`config.mk`:
```
export PLATFORM = sky130hd
export DESIGN_NAME = imem_boot_loader
export DESIGN_NICKNAME = d
export VERILOG_FILES = /design/src/rtl/imem_boot_loader_pkg.sv /design/src/rtl/imem_boot_loader_packer.sv /design/src/rtl/imem_boot_loader.sv
export SDC_FILE = /design/constraint.sdc
export NUM_CORES = 1
export LEC_CHECK = 0
export CAP_MARGIN = 25
export CORE_MARGIN = 8
export CORE_UTILIZATION = 57
export CTS_CLUSTER_DIAMETER = 80
export DETAILED_ROUTE_END_ITERATION = 12
export PLACE_DENSITY = 0.8
export SYNTH_ARGS = -nofsm -noshare
export SYNTH_HDL_FRONTEND = slang
export SYNTH_SLANG_ARGS = --single-unit
```
`constraint.sdc`:
```
create_clock -name clk -period 3 [get_ports clk]
set_clock_uncertainty 0.05 [all_clocks]
set_input_delay 0.9 -clock clk [delete_from_list [all_inputs] [get_ports clk]]
set_output_delay 0.9 -clock clk [all_outputs]
set_load 0.01 [all_outputs]
```
`src/rtl/imem_boot_loader_pkg.sv`:
```
// Shared types and constants for the instruction-memory boot loader.
// Imported by the byte packer and the loader top.
package boot_pkg;

    typedef enum logic [2:0] {
        HDR  = 3'd0,
        LOAD = 3'd1,
        CSUM = 3'd2,
        DONE = 3'd3,
        ERR  = 3'd4
    } boot_state_e;

    localparam int          BYTES_PER_WORD    = 4;
    localparam logic [31:0] DEFAULT_BASE_ADDR = 32'h0000_0000;

endpackage

```
`src/rtl/imem_boot_loader_packer.sv`:
```
// Packs accepted bytes little-endian into 32-bit words; word_vld pulses with the 4th byte.
// Latency 0 (word is combinational on the 4th byte); no backpressure of its own, upstream gates byte_vld.
module byte_word_packer
    import boot_pkg::*;
(
    input  logic        clk,
    input  logic        rst,
    input  logic        byte_vld,
    input  logic [7:0]  byte_dat,
    output logic        word_vld,
    output logic [31:0] word_dat
);

    logic [1:0]  cnt_q, cnt_d;
    logic [23:0] sh_q, sh_d;

    always_comb begin
        cnt_d = cnt_q;
        sh_d  = sh_q;
        if (byte_vld) begin
            cnt_d = cnt_q + 2'd1;
            // Shift right so the first byte of a word lands in the low lane.
            sh_d  = {byte_dat, sh_q[23:8]};
        end
    end

    always_ff @(posedge clk) begin
        if (rst) begin
            cnt_q <= 2'd0;
            sh_q  <= 24'd0;
        end else begin
            cnt_q <= cnt_d;
            sh_q  <= sh_d;
        end
    end

    assign word_vld = byte_vld && (cnt_q == 2'(BYTES_PER_WORD - 1));
    assign word_dat = {byte_dat, sh_q};

endmodule

```
`src/rtl/imem_boot_loader.sv`:
```
// Streams a length-prefixed, checksummed program image into instruction memory, then releases core reset.
// Latency: 1 cycle from a word's 4th byte to im_we / status update; in_ready drops once DONE or ERR is reached.
module imem_boot_loader
    import boot_pkg::*;
#(
    parameter int          DEPTH_WORDS = 256,
    parameter logic [31:0] BASE_ADDR   = DEFAULT_BASE_ADDR
) (
    input  logic        clk,
    input  logic        rst,
    input  logic        in_valid,
    input  logic [7:0]  in_data,
    output logic        in_ready,
    output logic        im_we,
    output logic [31:0] im_addr,
    output logic [31:0] im_wdata,
    output logic        core_rst,
    output logic        load_done,
    output logic        load_err
);

    localparam int IDXW = $clog2(DEPTH_WORDS) + 1;
    localparam logic [IDXW-1:0] IDX_ONE = IDXW'(1);

    boot_state_e     state_q, state_d;
    logic [IDXW-1:0] idx_q, idx_d;
    logic [31:0]     n_q, n_d;
    logic [31:0]     acc_q, acc_d;
    logic [31:0]     addr_q, addr_d;
    logic [31:0]     wdata_q, wdata_d;
    logic            we_q, we_d;
    logic            done_q, done_d;
    logic            err_q, err_d;
    logic            rdy_q, rdy_d;

    logic        word_vld;
    logic [31:0] word_dat;

    byte_word_packer u_packer (
        .clk      (clk),
        .rst      (rst),
        .byte_vld (in_valid && rdy_q),
        .byte_dat (in_data),
        .word_vld (word_vld),
        .word_dat (word_dat)
    );

    always_comb begin
        state_d = state_q;
        idx_d   = idx_q;
        n_d     = n_q;
        acc_d   = acc_q;
        addr_d  = addr_q;
        wdata_d = wdata_q;
        we_d    = 1'b0;
        done_d  = done_q;
        err_d   = err_q;
        case (state_q)
            HDR: if (word_vld) begin
                n_d = word_dat;
                // Full 32-bit compare so huge lengths are rejected rather than wrapped.
                if (word_dat > 32'(DEPTH_WORDS)) begin
                    state_d = ERR;
                    err_d   = 1'b1;
                end else if (word_dat == 32'd0) begin
                    state_d = CSUM;
                end else begin
                    state_d = LOAD;
                end
            end
            LOAD: if (word_vld) begin
                we_d    = 1'b1;
                wdata_d = word_dat;
                addr_d  = BASE_ADDR + (32'(idx_q) << 2);
                acc_d   = acc_q + word_dat;
                idx_d   = idx_q + IDX_ONE;
                if (32'(idx_q) + 32'd1 == n_q) state_d = CSUM;
            end
            CSUM: if (word_vld) begin
                if (word_dat == acc_q) begin
                    state_d = DONE;
                    done_d  = 1'b1;
                end else begin
                    state_d = ERR;
                    err_d   = 1'b1;
                end
            end
            default: ;
        endcase
        rdy_d = (state_d == HDR) || (state_d == LOAD) || (state_d == CSUM);
    end

    always_ff @(posedge clk) begin
        if (rst) begin
            state_q <= HDR;
            idx_q   <= '0;
            n_q     <= 32'd0;
            acc_q   <= 32'd0;
            addr_q  <= BASE_ADDR;
            wdata_q <= 32'd0;
            we_q    <= 1'b0;
            done_q  <= 1'b0;
            err_q   <= 1'b0;
            rdy_q   <= 1'b0;
        end else begin
            state_q <= state_d;
            idx_q   <= idx_d;
            n_q     <= n_d;
            acc_q   <= acc_d;
            addr_q  <= addr_d;
            wdata_q <= wdata_d;
            we_q    <= we_d;
            done_q  <= done_d;
            err_q   <= err_d;
            rdy_q   <= rdy_d;
        end
    end

    assign in_ready  = rdy_q;
    assign im_we     = we_q;
    assign im_addr   = addr_q;
    assign im_wdata  = wdata_q;
    assign core_rst  = ~done_q;
    assign load_done = done_q;
    assign load_err  = err_q;

endmodule

```
After elaboration in Yosys (flattened, before gate mapping)

Index checks and enable logic that the tools add are counted.
Widths: inputs -> output; s select.

Flip-flop bits (word level): 147
Output and inout bits: 69
Bits of input ports: 11

Mux-type cells: 14
Equal/unequal tests: 11
Order comparisons: 1
Reductions and logical operators: 13
Add/subtract/negate cells: 4
Bitwise operators: 2

Operators with widths:

| operator             | count |
|---|---|
| $add 32x32->32       | 1 |
| $eq 10x32->1         | 1 |
| $eq 32x32->1         | 1 |
| $gt 32x9->1 const B  | 1 |
| $logic_not 32->1     | 1 |
| $mux 3               | 6 |
| $add 9x1->10 const B | 1 |
| $add 9x1->9 const B  | 1 |
| $pmux 3 s3           | 1 |
| $eq 3x1->1 const B   | 2 |
| $eq 3x2->1 const B   | 2 |
| $logic_not 3->1      | 2 |
| $mux 1               | 5 |
| $reduce_and 5->1     | 1 |
| $ne 2x1->1 const B   | 2 |
| $ne 2x2->1 const B   | 2 |
| $reduce_and 2->1     | 2 |
| $reduce_and 3->1     | 1 |
| $add 2x1->2 const B  | 1 |
| $eq 2x2->1 const B   | 1 |
| $logic_and 1x1->1    | 2 |
| $logic_or 1x1->1     | 2 |
| $mux 2               | 1 |
| $not 1->1            | 2 |
| 3 further kinds      | 3 |

Longest topological paths before layout

Depth after elaboration: 8
Gate-level depth with buffers: 11
Depth with buffers taken out: 11

Modules after synthesis

A second synthesis with hierarchy kept.

Cell total of the unflattened synthesis: 926
Area, all modules: 7370.8 sq um

Modules (own cells, without submodules):

| module           | instances | area an instance (sq um) | cells each |
|---|---|---|---|
| imem_boot_loader | 1         | 6347.3                   | 832 |
| byte_word_packer | 1         | 1023.5                   | 94 |

Worst setup path after synthesis

OpenSTA, ideal clock, no wires.

Kind: in2reg
From: in in_data[0]
To: reg acc_q[31]
Library setup time: 0.123 ns
Buffers on the path: 0
Data arrival time: 2.564 ns
Slack: 0.263 ns
Cell stages on the path: 8
Required time: 2.827 ns
Cells stage by stage: ha_1 -> and3_1 -> nand4_1 -> a2bb2oi_2 -> nand2_2 -> a221oi_2 -> mux2i_1 -> mux2_1

Cells in the longest elaborated chain, start to end: 1

RTL lines:

| item                   | RTL line                | source |
|---|---|---|
| start: declaration     | imem_boot_loader.sv:12  | `input logic [7:0] in_data,` |
| $add 32x32->32         | imem_boot_loader.sv:75  | `acc_d = acc_q + word_dat;` |
| end signal: assignment | imem_boot_loader.sv:98  | `acc_q <= 32'd0;` |
| end signal: assignment | imem_boot_loader.sv:109 | `acc_q <= acc_d;` |
| end: declaration       | imem_boot_loader.sv:28  | `logic [31:0] acc_q, acc_d;` |

Every way passes these cells.
A chain may end at the register's enable or synchronous reset.

Final worst setup path

From: reg u_packer.sh_q[0]
To: reg acc_q[30]

Cells in the longest elaborated chain, start to end: 1

RTL lines:

| item                     | RTL line                      | source |
|---|---|---|
| start: declaration       | imem_boot_loader_packer.sv:15 | `logic [23:0] sh_q, sh_d;` |
| start signal: assignment | imem_boot_loader_packer.sv:30 | `sh_q <= 24'd0;` |
| start signal: assignment | imem_boot_loader_packer.sv:33 | `sh_q <= sh_d;` |
| $add 32x32->32           | imem_boot_loader.sv:75        |  |

Every way passes these cells.

==> impl_metrics.py <==
metrics = {
    "status": {
        "outcome": "complete, no violations",
    },
    "timing": {
        "min_period_over_period": 0.9688,
        "period_minus_slack_ns": 2.907,
        "rsz0062_at_grt": "no",
        "fmax_mhz": 344.1,
        "slew_violations": 0,
        "tightest_slew_ns": 1.034,
        "max_slew_margin": 0.2930,
        "finalWorstSetupSlack_ns": 0.09350,
        "hold_violations": 0,
        "whs_ns": 0.4018,
        "setup_viol": 0,
    },
    "job": {
        "maxCapViolCount": 0,
    },
    "grt": {
        "antenna_found_initial": 0,
        "grt_pass1_vias": 6675,
        "grt_pass1_wl_mm": 33.33,
        "grt_max_degree": 54,
        "grtUsageTotal": 0.2482,
        "overflow": 0,
    },
    "cells_and_area": {
        "fillCellCount": 1028,
        "drive_above_1_share": 0.1341,
        "multiInputGateArea_sq_um": 4285,
        "syn2layout_area_growth_pct": 23.95,
        "finalNonFillerCells": 1257,
        "antenna_cells": 0,
        "final-seq-area_sq_um": 2944,
        "final_nets": 1114,
        "final_util": 0.7137,
    },
    "hold_path": {
        "worstHoldStart": "im_addr[9]",
        "holdPathEnd": "im_addr[9]",
        "min_path_type": "reg2reg",
        "min_path_cells": 2,
    },
    "setup_path": {
        "cpMaxStageDelayCell": "mux2_2",
        "rr_endpoint": "acc_q[30]",
        "r2r_start": "u_packer.sh_q[0]",
        "cp.required_ns": 3.30,
        "crit_type": "reg2reg",
        "worstPathArrival_ns": 3.20,
        "worst_setup_path_start_kind": "register",
        "crit_fanout": 3,
        "cp-startpoint": "u_packer.sh_q[0]",
        "endpoint_kind": "register",
        "cp_cell_sequence": "ha_2, inv_1, fa_2, and2b_2, o2111ai_4, a211oi_4, o21a_1, a311o_1, a21oi_2, mux2_2, a31oi_1",
        "r2r.worst_path.cells": 11,
        "slowest_delay_ns": 0.38,
        "r2r_slack_ns": 0.09,
    },
    "power_and_ir_drop": {
        "power.switching_uw": 969.7,
        "fin_total_pwr_mw": 4.463,
        "switching_share": 0.2173,
        "leakagePower_nw": 3.627,
        "ir_drop_v": 0.0004406,
        "power.internal_mw": 3.493,
        "pwr-share-comb": 0.050,
        "sequentialPowerShare": 0.441,
        "pwr_density_cell_nw_per_um2": 477.9,
        "power.share.clock": 0.509,
    },
    "die": {
        "die-area_sq_um": 17150,
        "start_util": 0.5758,
        "die-width_um": 131.0,
        "rows": 42,
        "io_pins": 80,
        "fp.dieH_um": 131.0,
        "core_sq_um": 13090,
    },
    "route": {
        "finalWirelength_mm": 21.32,
        "drt_iter0_drc": 619,
        "drc": 0,
        "via_count": 7249,
        "drtPass1Iterations": 5,
        "viasPerCell": 5.767,
        "antenna_left": 0,
        "routedWlPerCell_um": 16.96,
    },
    "logic_synthesis": {
        "ys_seq_elements": 147,
        "synth_area_sq_um": 7535,
        "yosysWarningCount": 0,
        "synthCells": 968,
        "synth_edf_count": 0,
        "async_flop_share": 0,
        "ys_seq_area_frac": 0.3906,
        "synth-main-ff-cell": "dfxtp_1",
        "syn_area_per_cell_sq_um": 7.784,
        "synth_cell_types": 70,
    },
    "placement": {
        "placed_cells": 1223,
        "gp_congestion": 0.9486,
        "hpwl_mm": 14.96,
        "io_buffers": 56,
        "pre_cts_ws_ns": -0.3188,
    },
    "clock_tree": {
        "clkTransAtPathRegs_ns": 0.06,
        "cts_made_buffers": 17,
        "cts-root-buf": "clkbuf_16",
        "clock-sinks": 147,
        "clockBufferDepth": 2,
        "clk_latency_ns": 0.42,
        "htree_levels": 4,
        "cts_tree": "done",
    },
}
metal layers:
metal,part of all wire,global-route usage
met4,0.024,0.09791
met5,0,0
met2,0.48,0.4053
met3,0.080,0.06494
met1,0.42,0.3056
per-stage QoR:
step           instance area [sq um]  setup TNS [ns]
2_1_floorplan                   7617               0
3_3_place_gp                    8631          -4.934
3_5_place_dp                    8631          -6.074
4_1_cts                         9261               0
5_1_grt                         9339               0
6_report                        9339               0
cells in the final DEF (no fill, tap or decap), types with 3 or more instances in the layout:
master	n
and2_1	3
conb_1	23
nand4b_1	3
a211oi_1	5
or4_1	3
a21oi_1	147
or3_1	6
nor3_1	15
nand3_1	15
nor4_1	19
nor2_1	37
nand3b_1	8
o21a_1	6
inv_1	11
a31oi_1	7
xor2_1	19
clkdlybuf4s50_1	55
nand2b_1	7
nand2_1	257
bufinv_16	4
xnor2_1	18
buf_4	84
clkbuf_8	3
nand4_1	11
ha_1	31
clkinv_2	3
o211ai_1	4
a21o_1	19
o22ai_1	4
o21ai_0	24
or2_2	3
o21bai_1	5
dfxtp_1	146
and3_1	3
clkbuf_16	17
registers in the layout, indices dropped and copies added, names as in the netlist, 2 cells and up:
name and cells:
n_q 32, u_packer.sh_q 24, u_packer.cnt_q 2, idx_q 9, acc_q 32, im_addr 9
state_q 3, im_wdata 32
power by group through the flow:
stage	registers, mW	clock network, mW	logic [mW]
3_5_place_dp	2.01	0	0.211
3_3_place_gp	2.01	0	0.211
5_1_grt	1.97	2.37	0.236
2_1_floorplan	2.01	0	0.135
6_report	1.97	2.27	0.222
4_1_cts	1.97	2.29	0.214
synth_stat cells (3+ instances only):
master | count | share of area
a211oi_1 | 5 | 0.0050
a21o_1 | 19 | 0.019
a21oi_1 | 148 | 0.098
a31oi_1 | 7 | 0.0058
and2_1 | 3 | 0.0025
and3_1 | 3 | 0.0025
buf_2 | 4 | 0.0027
buf_4 | 24 | 0.024
clkbuf_1 | 47 | 0.023
clkbuf_2 | 3 | 0.0020
dfxtp_1 | 147 | 0.39
ha_1 | 33 | 0.055
inv_1 | 11 | 0.0055
nand2_1 | 257 | 0.13
nand2b_1 | 7 | 0.0058
nand3_1 | 15 | 0.010
nand3b_1 | 8 | 0.0080
nand4_1 | 11 | 0.0091
nand4b_1 | 3 | 0.0035
nor2_1 | 37 | 0.018
nor3_1 | 16 | 0.011
nor4_1 | 20 | 0.017
o211ai_1 | 4 | 0.0040
o21a_1 | 6 | 0.0060
o21ai_0 | 24 | 0.016
o21bai_1 | 5 | 0.0050
o22ai_1 | 4 | 0.0033
or2_2 | 3 | 0.0025
or3_1 | 6 | 0.0050
or4_1 | 3 | 0.0030
xnor2_1 | 18 | 0.021
xor2_1 | 19 | 0.022
layout make-up:
type                    count  share of cell area
multi-input cells         751              0.4589
flip-flops and latches    147              0.3152
repair buffers            141              0.1308
clock buffers              22             0.05078
well taps                 176             0.02358
clock inverters             9             0.01635
inverters                  11            0.004421
what timing repair did:
| item | in CTS | in global routing |
|---|---|---|
| resized for setup | 1 | 10 |
| pin swaps | 1 | 5 |
| buffers inserted | 0 | 3 |
| endpoints found under the setup margin | 3 | 8 |
| hold buffers | 0 | 0 |
logic make-up after synthesis:
family | after synthesis | share of synthesized area
buf+inv | 92 | 0.05995
mux | 4 | 0.005646
flops | 147 | 0.3906
xor+xnor | 37 | 0.04301
simple gates | 405 | 0.2421
fa+ha+maj | 34 | 0.05746
other cells | 1 | 0.0004977
compound gates | 248 | 0.2008
worst max path at each step:
| stage | endpoint | cells after the start |
|---|---|---|
| global placement | in_ready | 10 |
| floorplan | acc_q[31] | 8 |
| detailed placement | acc_q[31] | 10 |
| global route | acc_q[30] | 11 |
| finish | acc_q[30] | 11 |
| CTS | acc_q[24] | 11 |
critical path, delay by kind of cell, from the launching register on:
family	cells	cell delay [ns]
AOI/OAI and AO/OA	6	1.37
adders and majority gates	2	0.40
muxes	1	0.38
DFF	1	0.32
and+or+nand+nor	1	0.24
buffers and inverters	1	0.08
Note: power is estimated with default switching activity, not from simulation.
